**config.mk**
```make
export PLATFORM = sky130hd
export DESIGN_NAME = cond_compare_seq
export DESIGN_NICKNAME = d
export VERILOG_FILES = /design/src/rtl/cond_compare_seq.sv
export SDC_FILE = /design/constraint.sdc
export NUM_CORES = 1
export LEC_CHECK = 0
export CORE_MARGIN = 2
export CORE_UTILIZATION = 50
export CTS_CLUSTER_DIAMETER = 80
export DETAILED_ROUTE_END_ITERATION = 6
export GPL_TIMING_DRIVEN = 0
export HOLD_SLACK_MARGIN = 0.1
export PLACE_DENSITY = 0.79
export SETUP_SLACK_MARGIN = 0.02
export SYNTH_ARGS = -nofsm -noshare
export SYNTH_HDL_FRONTEND = slang
export SYNTH_SLANG_ARGS = --single-unit
```
**constraint.sdc**
```tcl
create_clock -name CLK -period 2.8 [get_ports CLK]
set_input_delay 0.56 -clock CLK [delete_from_list [all_inputs] [get_ports CLK]]
set_output_delay 0.56 -clock CLK [all_outputs]
set_load 0.05 [all_outputs]
```
**src/rtl/cond_compare_seq.sv**
```systemverilog
// ============================================================================
// cond_compare_seq : chunk-serial, MSB-first operand comparator producing the
//                    set-conditional / zero-test flag COMP_OUT.
// Optional macro   : COND_COMPARE_EARLY_EXIT_EN (finish on first differing chunk)
// Revision         : 1.0 - initial release
// ============================================================================
`default_nettype none

module cond_compare_seq #(
  parameter int WIDTH = 32,
  parameter int CHUNK = 8
) (
  input  logic             CLK,
  input  logic             RESET,
  input  logic             START,
  input  logic [2:0]       OP,
  input  logic [WIDTH-1:0] A,
  input  logic [WIDTH-1:0] B,
  output logic             BUSY,
  output logic             DONE,
  output logic             COMP_OUT
);

  localparam int c_N  = WIDTH / CHUNK;
  localparam int c_CW = (c_N > 1) ? $clog2(c_N) : 1;

  localparam logic [2:0] c_OP_SEQ = 3'b000;
  localparam logic [2:0] c_OP_SNE = 3'b001;
  localparam logic [2:0] c_OP_SLT = 3'b010;
  localparam logic [2:0] c_OP_SGT = 3'b011;
  localparam logic [2:0] c_OP_SLE = 3'b100;
  localparam logic [2:0] c_OP_SGE = 3'b101;
  localparam logic [2:0] c_OP_EQZ = 3'b110;
  localparam logic [2:0] c_OP_NEZ = 3'b111;

  localparam logic [WIDTH-1:0] c_MSB = {1'b1, {(WIDTH-1){1'b0}}};

  generate
    if ((CHUNK < 1) || ((WIDTH % CHUNK) != 0)) begin : g_width_check
      $error("cond_compare_seq: WIDTH must be a positive multiple of CHUNK");
    end
  endgenerate

  typedef enum logic [1:0] {
    S_IDLE = 2'd0,
    S_CMP  = 2'd1,
    S_RES  = 2'd2
  } state_t;

  state_t           r_state;
  logic [WIDTH-1:0] r_a;
  logic [WIDTH-1:0] r_b;
  logic [2:0]       r_op;
  logic             r_eq;
  logic             r_lt;
  logic [c_CW-1:0]  r_cnt;

  logic             w_signed;
  logic             w_zero_test;
  logic [WIDTH-1:0] w_a_in;
  logic [WIDTH-1:0] w_b_in;
  logic [CHUNK-1:0] w_chunk_a;
  logic [CHUNK-1:0] w_chunk_b;
  logic             w_eq_nxt;
  logic             w_lt_nxt;
  logic             w_last;
  logic             w_finish;
  logic             w_result;

  // Flipping the sign bit maps two's-complement order onto unsigned order.
  assign w_signed    = (OP == c_OP_SLT) || (OP == c_OP_SGT) ||
                       (OP == c_OP_SLE) || (OP == c_OP_SGE);
  assign w_zero_test = (OP == c_OP_EQZ) || (OP == c_OP_NEZ);
  assign w_a_in      = w_signed ? (A ^ c_MSB) : A;
  assign w_b_in      = w_zero_test ? '0 : (w_signed ? (B ^ c_MSB) : B);

  // Operands shift left each CMP cycle, so the current chunk is always on top.
  assign w_chunk_a = r_a[WIDTH-1 -: CHUNK];
  assign w_chunk_b = r_b[WIDTH-1 -: CHUNK];

  always_comb begin
    w_eq_nxt = r_eq;
    w_lt_nxt = r_lt;
    if (r_eq && (w_chunk_a != w_chunk_b)) begin
      w_eq_nxt = 1'b0;
      w_lt_nxt = (w_chunk_a < w_chunk_b);
    end
  end

  assign w_last = (r_cnt == c_CW'(c_N - 1));

`ifdef COND_COMPARE_EARLY_EXIT_EN
  assign w_finish = w_last || !w_eq_nxt;
`else
  assign w_finish = w_last;
`endif

  always_comb begin
    w_result = 1'b0;
    case (r_op)
      c_OP_SEQ, c_OP_EQZ: w_result = w_eq_nxt;
      c_OP_SNE, c_OP_NEZ: w_result = !w_eq_nxt;
      c_OP_SLT:           w_result = w_lt_nxt;
      c_OP_SGT:           w_result = !w_eq_nxt && !w_lt_nxt;
      c_OP_SLE:           w_result = w_eq_nxt || w_lt_nxt;
      c_OP_SGE:           w_result = !w_lt_nxt;
      default:            w_result = 1'b0;
    endcase
  end

  always_ff @(posedge CLK or posedge RESET) begin
    if (RESET) begin
      r_state  <= S_IDLE;
      r_a      <= '0;
      r_b      <= '0;
      r_op     <= '0;
      r_eq     <= 1'b0;
      r_lt     <= 1'b0;
      r_cnt    <= '0;
      BUSY     <= 1'b0;
      DONE     <= 1'b0;
      COMP_OUT <= 1'b0;
    end else begin
      case (r_state)
        S_IDLE: begin
          DONE <= 1'b0;
          if (START) begin
            r_a     <= w_a_in;
            r_b     <= w_b_in;
            r_op    <= OP;
            r_eq    <= 1'b1;
            r_lt    <= 1'b0;
            r_cnt   <= '0;
            BUSY    <= 1'b1;
            r_state <= S_CMP;
          end
        end
        S_CMP: begin
          r_eq <= w_eq_nxt;
          r_lt <= w_lt_nxt;
          r_a  <= r_a << CHUNK;
          r_b  <= r_b << CHUNK;
          // Result is registered on the way into RES so DONE and COMP_OUT align.
          if (w_finish) begin
            BUSY     <= 1'b0;
            DONE     <= 1'b1;
            COMP_OUT <= w_result;
            r_state  <= S_RES;
          end else begin
            r_cnt <= r_cnt + c_CW'(1);
          end
        end
        S_RES: begin
          DONE    <= 1'b0;
          r_state <= S_IDLE;
        end
        default: begin
          BUSY    <= 1'b0;
          DONE    <= 1'b0;
          r_state <= S_IDLE;
        end
      endcase
    end
  end

endmodule

`default_nettype wire

```
[Yosys cells after proc, flatten, opt, wreduce, memory -nomap -nowiden]
Index checks and enable logic that the tools add are counted.
Storage, ports and cells
  input port bits: 70
  register bits: 76
Operators by class
  bitwise gates (word level): 3
  $lt $le $gt $ge: 1
  $add $sub $neg: 1
  muxes and demuxes: 24
  reductions and logical operators: 20
  equal/unequal tests: 20
Operators by type and width (number)
  $mux W32: 5
  $pmux W32 S2: 2
  $eq A3 B3 Y1 const B: 8
  $eq A3 B2 Y1 const B: 4
  $lt A8 B8 Y1: 1
  $mux W2: 4
  $ne A8 B8 Y1: 1
  $pmux W2 S2: 2
  $reduce_and A2 Y1: 4
  $mux W1: 7
  $ne A2 B2 Y1 const B: 3
  $pmux W1 S6: 1
  $reduce_and A3 Y1: 2
  $logic_or A1 B1 Y1: 5
  $eq A2 B2 Y1 const B: 2
  $pmux W1 S2: 2
  $reduce_or A2 Y1: 2
  $eq A3 B1 Y1 const B: 1
  $logic_not A3 Y1: 1
  $not A1 Y1: 3
  $pmux W1 S3: 1
  $add A2 B1 Y2 const B: 1
  $eq A2 B1 Y1 const B: 1
  $logic_and A1 B1 Y1: 2
  3 further kinds: 4

[Depth between registers and ports, before layout]
Gate-level depths: netlist (run 1).
  depth in word-level cells: 8
  gate-level depth with buffers: 7

[Worst setup path after synthesis (run 1)]
OpenSTA, ideal clock, no wires.
  kind: reg-to-reg
  start: register r_a[29]
  end: register COMP_OUT
  data required time: 2.730 ns
  path slack: 0.890 ns
  period minus slack after synthesis: 1.910 ns
  arrival time: 1.840 ns
  stages on the path, launching flop included: 7
  cell sequence: dfrtp_1 > ha_1 > a211oi_2 > nor2_1 > or3_1 > or4_1 > nand3_1
Between the ends
  cells in the longest elaborated chain, start to end: 6
  elaborated cells between the ends (all ways): 10
  those cells by class: 1 x order compare; 1 x eq/ne; 3 x mux; 5 x reduce/logical
Ends and longest elaborated chain
  start: declaration: RTL line 51  | logic [WIDTH-1:0] r_a;
  start signal: assignment: RTL line 128  | r_a <= w_a_in;
  start signal: assignment: RTL line 141  | r_a <= r_a << CHUNK;
  parallel branches: the longest is 5 deep, another holds $lt A8 B8 Y1
  $pmux W1 S6 *: RTL line 100  | case (r_op)
  end signal: assignment: RTL line 147  | COMP_OUT <= w_result;
  end: declaration: RTL line 21  | output logic COMP_OUT
Mark *: on every way between the ends.
A chain may end at the register's enable or synchronous reset.

[Worst setup path in the final report (run 1)]
  start: input port START
  end: register r_a[6]
Between the ends
  cells in the longest elaborated chain, start to end: 2
Ends and longest elaborated chain
  start: declaration: RTL line 15  | input logic START,
  $ne A2 B2 Y1 (no line)
  $reduce_and A2 Y1 (no line)
Every way passes these cells.

==> results of run 1 <==
==> worst reg2reg max path, cell delays in order, from the launching register on <==
cell and delay (ns):
dfrtp_1 0.40, ha_1 0.33, nand4_1 0.16, o21ai_2 0.10, or3_1 0.39, or4_1 0.51
nand3_1 0.10
==> power groups by stage <==
| stage | Sequential, mW | Combinational (mW) | Clock, mW |
|---|---|---|---|
| floorplan | 1.83 | 1.37 | 0 |
| global placement | 1.83 | 1.88 | 0 |
| detailed placement | 1.84 | 1.97 | 0 |
| CTS | 1.83 | 1.98 | 1.04 |
| global route | 1.88 | 2.22 | 1.10 |
| finish | 1.84 | 1.97 | 1.03 |
==> sequential cells by signal, summed over array words and instances, names as in the netlist <==
name,count
BUSY,1
COMP_OUT,1
DONE,1
r_a,32
r_b,32
r_cnt,2
r_eq,1
r_lt,1
r_op,3
r_state,2
==> worst min-delay path by stage <==
stage | startpoint | to | slack, ns | cells after the start
after floorplan | r_b[8]$_DFFE_PP0P_ | r_b[16]$_DFFE_PP0P_ | 0.44 | 2
after global placement | r_b[0]$_DFFE_PP0P_ | r_b[8]$_DFFE_PP0P_ | 0.45 | 2
after detailed placement | r_b[14]$_DFFE_PP0P_ | r_b[22]$_DFFE_PP0P_ | 0.46 | 2
after CTS | r_b[10]$_DFFE_PP0P_ | r_b[18]$_DFFE_PP0P_ | 0.48 | 2
after global routing | r_b[0]$_DFFE_PP0P_ | r_b[8]$_DFFE_PP0P_ | 0.49 | 2
final | r_b[6]$_DFFE_PP0P_ | r_b[14]$_DFFE_PP0P_ | 0.48 | 2
==> Yosys cell counts <==
master	instances
a221o_1	7
clkbuf_1	15
o21ai_2	1
nor3_1	8
nand4_2	1
nor3b_2	1
o21ai_0	16
xor2_2	1
nand3_1	1
a21oi_1	5
buf_1	3
o211ai_1	1
xor2_1	2
mux2_2	1
nor2b_1	1
a211oi_2	1
inv_1	14
or3_1	1
nand3b_1	1
o32ai_1	1
and2b_1	1
nand2b_1	3
a31o_1	1
nand2_1	105
a22oi_1	43
a2bb2oi_1	1
buf_2	2
xnor2_1	2
ha_1	9
o22ai_1	1
dfrtp_1	76
or4_1	1
a22o_1	10
nand4_1	1
nor2_1	8
==> area by class of cell <==
class / count / area (um2)
buffer: 20 / 77.6
clock buffer: 10 / 138
clock inverter: 6 / 111
fill: 548 / 2180
inverter: 14 / 55.1
multi-input combinational: 236 / 1380
sequential: 76 / 1900
tap: 80 / 100
timing repair buffer: 73 / 741
==> cells by family (layout without fill, tap and decap cells) <==
group                      Yosys count  in the layout
AOI/OAI and AO/OA                   88             88
muxes                                1              1
DFF                                 76             76
and+or+nand+nor                    133            133
buffers and inverters               34            123
xor gates and xnor gates             5              5
adders and majority gates            9              9
==> through the flow <==
stage               hold slack (ns)  setup slack [ns]  power [mW]  instance area [um2]  std cells
finish                        0.479             0.561        4.83                 4500        515
global route                  0.494             0.511        5.19                 4500        515
CTS                           0.481             0.602        4.84                 4500        515
detailed placement            0.461             0.239        3.81                 4250        499
global placement              0.447            -0.892        3.70                 4230        498
floorplan                     0.440             0.302        3.20                 3410        346
==> routing by layer <==
layer | track usage | up-vias | wire length (um)
met5 | 0 | - | 0
met4 | 0.0682 | 0 | 131
met2 | 0.384 | 96 | 4010
met3 | 0.0505 | 14 | 532
li1 | - | 1371 | -
met1 | 0.310 | 1402 | 3470
==> Flow_metrics.wiki, run 1 <==
{| class="wikitable"
! Metric !! Value
|-
| Required time reported for the critical path endpoint || 3.06 ns
|-
| Gate count after technology mapping || 346
|-
| Post-layout util || 0.674
|-
| Avg WL per Cell || 15.8 um
|-
| Startpoint type of the worst setup path || input port
|-
| Clock edge transition at the registers on the reported setup and hold paths || 0.08 ns
|-
| Leading cell types by total area after synthesis || dfrtp_1 56%, nand2_1 12%, a22oi_1 9.5%
|-
| Worst-case clock skew || 0.00622 ns
|-
| Horiz. Die Dim || 86.6 um
|-
| Longest Clk Path Bufs || 2
|-
| Flop pwr share || 0.380
|-
| Area delta synth->final || 32.0%
|-
| Register-to-register setup slack || 0.75 ns
|-
| TritonCTS clock tree || done
|-
| Clock tree root buffer cell || clkbuf_8
|-
| Count of vias placed by the detailed router || 2883
|-
| Grt total ovfl || 0
|-
| Max-slew violations || 0
|-
| Number of warning messages in the yosys log || 0
|-
| Buffers plus inverters on the worst setup path || 3
|-
| Number of endpoints failing setup at the final stage || 0
|-
| Reg2Reg Launch Point || r_a[27]$_DFFE_PP0P_
|-
| Largest net degree at the start of global routing || 42
|-
| Number of different library cells in the post-synthesis netlist || 35
|-
| Critical path depth || 6
|-
| Combined area of all synthesized cells || 3410 um2
|-
| Post-synthesis share of cell area spent on and, or, nand and nor gates || 0.163
|-
| Actual transition at the worst max-transition pin || 0.639 ns
|-
| Yosys top cell area share || 0.558
|-
| DRC errors left || 0
|-
| Cell-internal power || 2.96 mW
|-
| Count of buffers from port buffering || 72
|-
| Run status || finished clean
|-
| Iteration-0 DRC Markers || 244
|-
| Power density relative to cell area || 1070 nW/um2
|-
| Switching component of the power || 1.87 mW
|-
| Number of detailed-routing iterations run before antenna repair || 4
|-
| Final estimated routing congestion in global placement || 0.836
|-
| Startpoint of the most critical setup path || START
|-
| Post-Synth Adder-Cell Area || 0.0330
|-
| Cell taking the most area after synthesis || dfrtp_1
|-
| Capturing instance or port of the critical path || r_a[6]$_DFFE_PP0P_
|-
| Complex-gate fraction of the synthesized area || 0.190
|-
| Fraction of layout cells with a size suffix above 1 || 0.0598
|-
| Synthesized netlist net count || 425
|-
| Post-synthesis xor/xnor area fraction || 0.0151
|-
| Largest family of logic cells by synthesized area || compound AO/OA/AOI/OAI gates
|-
| Leak Pwr || 2.10 nW
|-
| Relative contribution of combinational cells to total power || 0.407
|-
| Global-route wire length before repair || 13400 um
|-
| End of the worst register-to-register path || COMP_OUT$_DFFE_PP0P_
|-
| Number of nets still failing antenna checks after routing || 0
|-
| Starting density of the core || 0.510
|-
| Length in cells of the worst reg-to-reg path || 6
|-
| Post-cts repair resize count || 0
|-
| Row count || 30
|-
| Category of the worst setup path capture point || flip-flop
|-
| Post-route fraction of the period consumed by the critical path || 0.800
|-
| Area enclosed by the die boundary || 7490 um2
|-
| Max-capacitance violation count || 0
|-
| Hold crit path type || reg2reg
|-
| Most frequent standard cell in the layout excluding fill and tap cells || nand2_1
|-
| Switching Share || 0.387
|-
| Fin crit period || 2.24 ns
|-
| Cell family contributing the most delay on the critical path || buffers and inverters
|-
| Fmax || 447 MHz
|-
| Total Neg Setup Slack || 0 ns
|-
| Arrival time at the worst endpoint || 2.50 ns
|-
| Clock share of power || 0.212
|-
| Insertion delay to the later sink of the worst-skew pair || 0.35 ns
|-
| HPWL reported at the end of detailed placement || 5800 um
|-
| Synthesized flop and latch total || 76
|-
| Routed WL || 8150 um
|-
| Seq/Total Area, Yosys || 0.558
|-
| Cells along the critical path || clkdlybuf4s50_1 > nor3b_2 > buf_2 > buf_1 > nand2_1 > o21ai_0
|-
| Endpoints failing hold || 0
|-
| Number of clock sinks seen by CTS || 76
|-
| Net count of the finished layout || 509
|-
| All-Layer GR Usage || 0.232
|-
| Ant. Diodes || 0
|-
| Unrepaired setup endpoints after global routing || false
|-
| Postcts setup bufs || 0
|-
| Slowest Stage Delay on Critical Path || 0.52 ns
|-
| Highest fanout seen on the critical path || 10
|-
| Die height || 86.6 um
|-
| Maximum vdd drop || 0.467 mV
|-
| Setup CP Type || in2reg
|-
| Core ar. || 6680 um2
|-
| Number of top-level pins || 73
|-
| Via count of the first global-routing pass || 2822
|-
| Share of synthesized area spent on multiplexers || 0.00330
|-
| TritonCTS Buffers || 9
|-
| Leading cell types in the layout, fill and taps excluded || 105 x nand2_1, 76 x dfrtp_1, 72 x clkdlybuf4s50_1
|-
| Crit path max-delay cell type || buf_1
|-
| Maximum level of the CTS H-tree || 3
|-
| Hold-fix buffers, CTS || 0
|-
| Worst-case headroom to the max-slew limit || 0.574
|-
| Detailed-route vias per instance || 5.60
|-
| Mean post-synth cell area || 9.85 um2
|-
| Initial antenna violation count || 0
|}
(Power assumes the default switching activity.)
==> inputs of run 2 (changes only) <==
--- a/config.mk
+++ b/config.mk
@@ -6,12 +6,12 @@
 export NUM_CORES = 1
 export LEC_CHECK = 0
 export CORE_MARGIN = 2
-export CORE_UTILIZATION = 50
+export CORE_UTILIZATION = 46
 export CTS_CLUSTER_DIAMETER = 80
 export DETAILED_ROUTE_END_ITERATION = 6
 export GPL_TIMING_DRIVEN = 0
 export HOLD_SLACK_MARGIN = 0.1
-export PLACE_DENSITY = 0.79
+export PLACE_DENSITY = 0.76
 export SETUP_SLACK_MARGIN = 0.02
 export SYNTH_ARGS = -nofsm -noshare
 export SYNTH_HDL_FRONTEND = slang
==> constraint.sdc (replaced) <==
create_clock -name CLK -period 1.8 [get_ports CLK]
set_input_delay 0.36 -clock CLK [delete_from_list [all_inputs] [get_ports CLK]]
set_output_delay 0.36 -clock CLK [all_outputs]
set_load 0.05 [all_outputs]
==> Flow_metrics.wiki, run 2 (synthesis results as in run 1) <==
{| class="wikitable"
! Metric !! Value
|-
| Number of clock sinks seen by CTS || 76
|-
| Sequential cell area || 1900 um2
|-
| Power density relative to cell area || 1610 nW/um2
|-
| Number of endpoints failing setup at the final stage || 1
|-
| Crit path max-delay cell type || or4_4
|-
| Unrepaired setup endpoints after global routing || true
|-
| TritonCTS clock tree || done
|-
| Number of top-level pins || 73
|-
| Cells along the critical path || ha_1 > nand4_1 > o21ai_2 > or3_4 > or4_4 > nand3_2
|-
| Fmax || 549 MHz
|-
| Max-capacitance violation count || 0
|-
| Cell-internal power || 4.46 mW
|-
| Run status || finished with violations
|-
| Final estimated routing congestion in global placement || 0.857
|-
| Multi-input combinational cell area || 1470 um2
|-
| Clock tree root buffer cell || clkbuf_8
|-
| Maximum level of the CTS H-tree || 3
|-
| Hold crit path type || in2async
|-
| Row count || 31
|-
| Buffers plus inverters on the worst setup path || 0
|-
| Number of detailed-routing iterations run before antenna repair || 4
|-
| Post-route fraction of the period consumed by the critical path || 1.01
|-
| Power Total || 7.46 mW
|-
| DRC errors left || 0
|-
| Switching Share || 0.402
|-
| Actual transition at the worst max-transition pin || 0.565 ns
|-
| Worst-case headroom to the max-slew limit || 0.622
|-
| Iteration-0 DRC Markers || 208
|-
| Initial antenna violation count || 0
|-
| Global-route wire length before repair || 13600 um
|-
| Net count of the finished layout || 517
|-
| Flop pwr share || 0.388
|-
| Category of the worst setup path capture point || flip-flop
|-
| Final worst-path setup slack || -0.0228 ns
|-
| Violations in the final reports || negative setup slack
|-
| Registers with the most flip-flops || r_a x32, r_b x32, r_op x3
|-
| Worst-case clock skew || 0.00494 ns
|-
| Most frequent standard cell in the layout excluding fill and tap cells || nand2_1
|-
| Endpoints failing hold || 0
|-
| Routed WL || 8430 um
|-
| Count of filler cells inserted in the layout || 617
|-
| Slowest Stage Delay on Critical Path || 0.42 ns
|-
| Avg WL per Cell || 15.6 um
|-
| Leading cell types in the layout, fill and taps excluded || 105 x nand2_1, 76 x dfrtp_1, 69 x clkdlybuf4s50_1
|-
| Arrival time at the worst endpoint || 2.11 ns
|-
| Clock edge transition at the registers on the reported setup and hold paths || 0.08 ns
|-
| Startpoint type of the worst setup path || flip-flop
|-
| Grt total ovfl || 0
|-
| Via count of the first global-routing pass || 2833
|-
| Longest Clk Path Bufs || 2
|-
| Maximum vdd drop || 0.623 mV
|-
| Clock share of power || 0.160
|-
| Setup CP Type || reg2reg
|-
| Worst hold-check slack || 0.417 ns
|-
| HPWL reported at the end of detailed placement || 5940 um
|-
| Core ar. || 7210 um2
|-
| Required time reported for the critical path endpoint || 2.09 ns
|-
| Largest net degree at the start of global routing || 32
|-
| Insertion delay to the later sink of the worst-skew pair || 0.35 ns
|-
| Detailed-route vias per instance || 5.31
|-
| Horiz. Die Dim || 90.1 um
|-
| Highest fanout seen on the critical path || 2
|-
| Count of vias placed by the detailed router || 2879
|-
| TritonCTS Buffers || 9
|-
| Fraction of layout cells with a size suffix above 1 || 0.133
|-
| Leak Pwr || 2.16 nW
|-
| Max-slew violations || 0
|-
| Die height || 90.1 um
|-
| Cell family contributing the most delay on the critical path || simple AND/OR/NAND/NOR gates
|-
| Ant. Diodes || 0
|-
| All-Layer GR Usage || 0.211
|-
| Fin crit period || 1.82 ns
|-
| Area enclosed by the die boundary || 8110 um2
|-
| Relative contribution of combinational cells to total power || 0.452
|-
| Switching component of the power || 3.00 mW
|-
| Number of nets still failing antenna checks after routing || 0
|-
| Area delta synth->final || 36.2%
|-
| Starting density of the core || 0.472
|-
| Count of buffers from port buffering || 72
|}
run 2: cell count changes in the layout (fill, tap and decap cells not counted), moves of 5 or more:
cell / before / now
inv_1: 13 / 8
buf_4: 0 / 7
clkbuf_2: 0 / 10
inv_2: 0 / 5
ha_4: 0 / 5
clkbuf_1: 15 / 7
ha_1: 9 / 4
run 2: cell type report:
cell class,count,area share
timing repair buffer,81,0.176
multi-input combinational,236,0.317
inverter,14,0.0121
buffer,20,0.0200
sequential,76,0.410
tap,99,0.0267
clock buffer,12,0.0334
clock inverter,4,0.00512
run 2: worst paths after layout:
kind	startpoint	to	slack, ns	cells after the start
worst max-delay path	r_b[24]$_DFFE_PP0P_	COMP_OUT$_DFFE_PP0P_	-0.02	6
worst min-delay path	RESET	r_op[0]$_DFFE_PP0P_	0.42	2
worst max register to register	r_b[24]$_DFFE_PP0P_	COMP_OUT$_DFFE_PP0P_	-0.02	6
worst min register to register	r_b[0]$_DFFE_PP0P_	r_b[8]$_DFFE_PP0P_	0.47	2
max in group asynchronous	RESET	r_b[19]$_DFFE_PP0P_	0.66	4
min in group CLK	r_b[0]$_DFFE_PP0P_	r_b[8]$_DFFE_PP0P_	0.47	2
run 2: what timing repair did:
item | 4_1_cts | 5_1_grt
hold buffers | 0 | 0
buffers inserted | 3 | 4
pin swaps | 7 | 5
gates resized for setup | 13 | 21
setup endpoints to repair | 47 | 53
run 2: metrics by stage:
| step | worst slack, ns | utilization | TNS, ns | instance area (um2) | instances |
|---|---|---|---|---|---|
| floorplan | 0.0277 | - | 0 | 3440 | 346 |
| global placement | -0.518 | 0.593 | -44.78 | 4280 | 517 |
| detailed placement | -0.540 | 0.600 | -23.84 | 4330 | 519 |
| CTS | -0.0319 | 0.630 | -0.0319 | 4550 | 538 |
| global route | -0.0771 | 0.643 | -0.0905 | 4640 | 542 |
| finish | -0.0228 | 0.643 | -0.0228 | 4640 | 542 |
run 2: power groups by stage:
stage	clock [mW]	combinational, mW	sequential [mW]
floorplan	0	2.18	2.85
CTS	1.21	3.20	2.86
global route	1.28	3.79	2.96
global placement	0	2.97	2.85
finish	1.19	3.38	2.89
detailed placement	0	3.11	2.88
run 2: routing by layer:
| layer | share of wire | track usage | wire (um) |
|---|---|---|---|
| met5 | 0 | 0 | 0 |
| met2 | 0.49 | 0.336 | 4130 |
| met4 | 0.018 | 0.0936 | 153 |
| met3 | 0.038 | 0.0369 | 322 |
| met1 | 0.45 | 0.285 | 3830 |
==> inputs of run 3 (changes only) <==
--- a/config.mk
+++ b/config.mk
@@ -6,12 +6,12 @@
 export NUM_CORES = 1
 export LEC_CHECK = 0
 export CORE_MARGIN = 2
-export CORE_UTILIZATION = 46
+export CORE_UTILIZATION = 50
 export CTS_CLUSTER_DIAMETER = 80
 export DETAILED_ROUTE_END_ITERATION = 6
 export GPL_TIMING_DRIVEN = 0
 export HOLD_SLACK_MARGIN = 0.1
-export PLACE_DENSITY = 0.76
+export PLACE_DENSITY = 0.79
 export SETUP_SLACK_MARGIN = 0.02
 export SYNTH_ARGS = -nofsm -noshare
 export SYNTH_HDL_FRONTEND = slang
==> constraint.sdc (replaced) <==
create_clock -name CLK -period 1.9 [get_ports CLK]
set_input_delay 0.38 -clock CLK [delete_from_list [all_inputs] [get_ports CLK]]
set_output_delay 0.38 -clock CLK [all_outputs]
set_load 0.05 [all_outputs]
==> Flow_metrics.wiki, run 3 (synthesis results as in run 1) <==
{| class="wikitable"
! Metric !! Value
|-
| Run status || finished clean
|-
| Number of top-level pins || 73
|-
| Global-route wire length before repair || 13700 um
|-
| Horiz. Die Dim || 86.6 um
|-
| Core ar. || 6680 um2
|-
| Number of endpoints failing setup at the final stage || 0
|-
| Switching Share || 0.400
|-
| Number of detailed-routing iterations run before antenna repair || 5
|-
| Required time reported for the critical path endpoint || 2.19 ns
|-
| Grt total ovfl || 0
|-
| Initial antenna violation count || 0
|-
| Largest net degree at the start of global routing || 44
|-
| Fmax || 534 MHz
|-
| Fin crit period || 1.87 ns
|-
| Non-filler cells in the finished layout || 519
|-
| Setup CP Type || reg2reg
|-
| Worst setup timing slack at the placement stage || -0.484 ns
|-
| Multi-input combinational cell area || 1460 um2
|-
| Via count of the first global-routing pass || 2858
|-
| Cell family contributing the most delay on the critical path || simple AND/OR/NAND/NOR gates
|-
| Number of nets still failing antenna checks after routing || 0
|-
| Hold crit path type || reg2reg
|-
| Most frequent standard cell in the layout excluding fill and tap cells || nand2_1
|-
| Clock share of power || 0.190
|-
| Routed WL || 8440 um
|-
| All-Layer GR Usage || 0.239
|-
| Flop pwr share || 0.377
|-
| Post-route fraction of the period consumed by the critical path || 0.985
|-
| Detailed-route vias per instance || 5.63
|-
| Crit path max-delay cell type || or4_4
|-
| Power density relative to cell area || 1580 nW/um2
|-
| Count of buffers from port buffering || 72
|-
| Maximum vdd drop || 0.727 mV
|-
| Number of clock sinks seen by CTS || 76
|-
| Post-layout util || 0.688
|-
| TritonCTS clock tree || done
|-
| Starting density of the core || 0.510
|-
| Hold-fix buffers, CTS || 0
|-
| Final worst-path setup slack || 0.0290 ns
|-
| Clock edge transition at the registers on the reported setup and hold paths || 0.08 ns
|-
| Buffers plus inverters on the worst setup path || 0
|-
| Row count || 30
|-
| Final estimated routing congestion in global placement || 0.826
|-
| Cell-internal power || 4.36 mW
|-
| Fraction of layout cells with a size suffix above 1 || 0.114
|-
| Insertion delay to the later sink of the worst-skew pair || 0.35 ns
|-
| Iteration-0 DRC Markers || 247
|-
| Highest fanout seen on the critical path || 3
|-
| Leak Pwr || 2.12 nW
|-
| Area enclosed by the die boundary || 7490 um2
|-
| Worst-case clock skew || 0.00582 ns
|-
| Startpoint type of the worst setup path || flip-flop
|-
| Actual transition at the worst max-transition pin || 0.751 ns
|-
| Avg WL per Cell || 16.3 um
|-
| Worst hold-check slack || 0.473 ns
|-
| Area delta synth->final || 34.8%
|-
| Leading cell types in the layout, fill and taps excluded || 105 x nand2_1, 76 x dfrtp_1, 69 x clkdlybuf4s50_1
|-
| DRC errors left || 0
|-
| Dpl cells || 499
|-
| Category of the worst setup path capture point || flip-flop
|-
| Net count of the finished layout || 513
|-
| Ant. Diodes || 0
|-
| Total Neg Setup Slack || 0 ns
|-
| Count of filler cells inserted in the layout || 517
|-
| Max-capacitance violation count || 0
|-
| Switching component of the power || 2.91 mW
|-
| Final instance area || 4600 um2
|-
| Endpoints failing hold || 0
|-
| TritonCTS Buffers || 9
|-
| Sequential cell area || 1900 um2
|-
| Registers with the most flip-flops || r_a x32, r_b x32, r_op x3
|-
| Clock tree root buffer cell || clkbuf_8
|-
| Power Total || 7.27 mW
|-
| Slowest Stage Delay on Critical Path || 0.55 ns
|-
| Die height || 86.6 um
|-
| Arrival time at the worst endpoint || 2.16 ns
|-
| HPWL reported at the end of detailed placement || 5870 um
|-
| Cells along the critical path || ha_1 > nor2b_1 > o211ai_1 > a21oi_1 > or4_4 > nand3_2
|-
| Relative contribution of combinational cells to total power || 0.433
|-
| Unrepaired setup endpoints after global routing || true
|-
| Max-slew violations || 0
|-
| Maximum level of the CTS H-tree || 3
|-
| Longest Clk Path Bufs || 2
|-
| Worst-case headroom to the max-slew limit || 0.498
|-
| Count of vias placed by the detailed router || 2923
|-
| Post-detailed-placement cell area || 4270 um2
|}
[run 3: layout make-up]
class / count / share of cell area
timing repair buffer: 77 / 0.167
tap: 80 / 0.0218
clock buffer: 9 / 0.0270
inverter: 14 / 0.0123
sequential: 76 / 0.414
clock inverter: 7 / 0.0215
multi-input combinational: 236 / 0.318
buffer: 20 / 0.0185
[run 3: power by group through the flow]
| stage | logic (mW) | registers (mW) | clock network [mW] |
|---|---|---|---|
| after floorplan | 2.04 | 2.70 | 0 |
| after global placement | 2.78 | 2.70 | 0 |
| after detailed placement | 2.91 | 2.72 | 0 |
| after CTS | 3.00 | 2.71 | 1.38 |
| after global routing | 3.51 | 2.81 | 1.47 |
| final | 3.14 | 2.74 | 1.38 |
[run 3: worst paths after layout]
path                                      from                    to  slack [ns]  depth (start not counted)
max                        r_a[25]$_DFFE_PP0P_  COMP_OUT$_DFFE_PP0P_        0.03                          6
min                        r_b[16]$_DFFE_PP0P_   r_b[24]$_DFFE_PP0P_        0.47                          2
max reg2reg                r_a[25]$_DFFE_PP0P_  COMP_OUT$_DFFE_PP0P_        0.03                          6
min reg2reg                r_b[16]$_DFFE_PP0P_   r_b[24]$_DFFE_PP0P_        0.47                          2
max in group asynchronous                RESET   r_a[26]$_DFFE_PP0P_        0.75                          3
min in group asynchronous                RESET  r_cnt[1]$_DFFE_PP0P_        0.50                          2
[run 3: tightest hold or removal path: cells and delay by family (launching register included)]
family           cells  cell delay, ns
DFF                  1            0.35
and+or+nand+nor      2            0.10
[run 3: layer usage]
layer / part of all wire / global-route usage / up-vias
met4: 0.019 / 0.101 / 0
met1: 0.44 / 0.323 / 1431
met2: 0.51 / 0.385 / 93
li1: - / - / 1385
met5: 0 / 0 / -
met3: 0.039 / 0.0390 / 14
[run 3: timing repair]
item	4_1_cts	5_1_grt
pin swaps	9	4
setup buffers	3	1
gates resized for setup	10	17
hold endpoints to repair	0	0
endpoints found under the setup margin	18	34
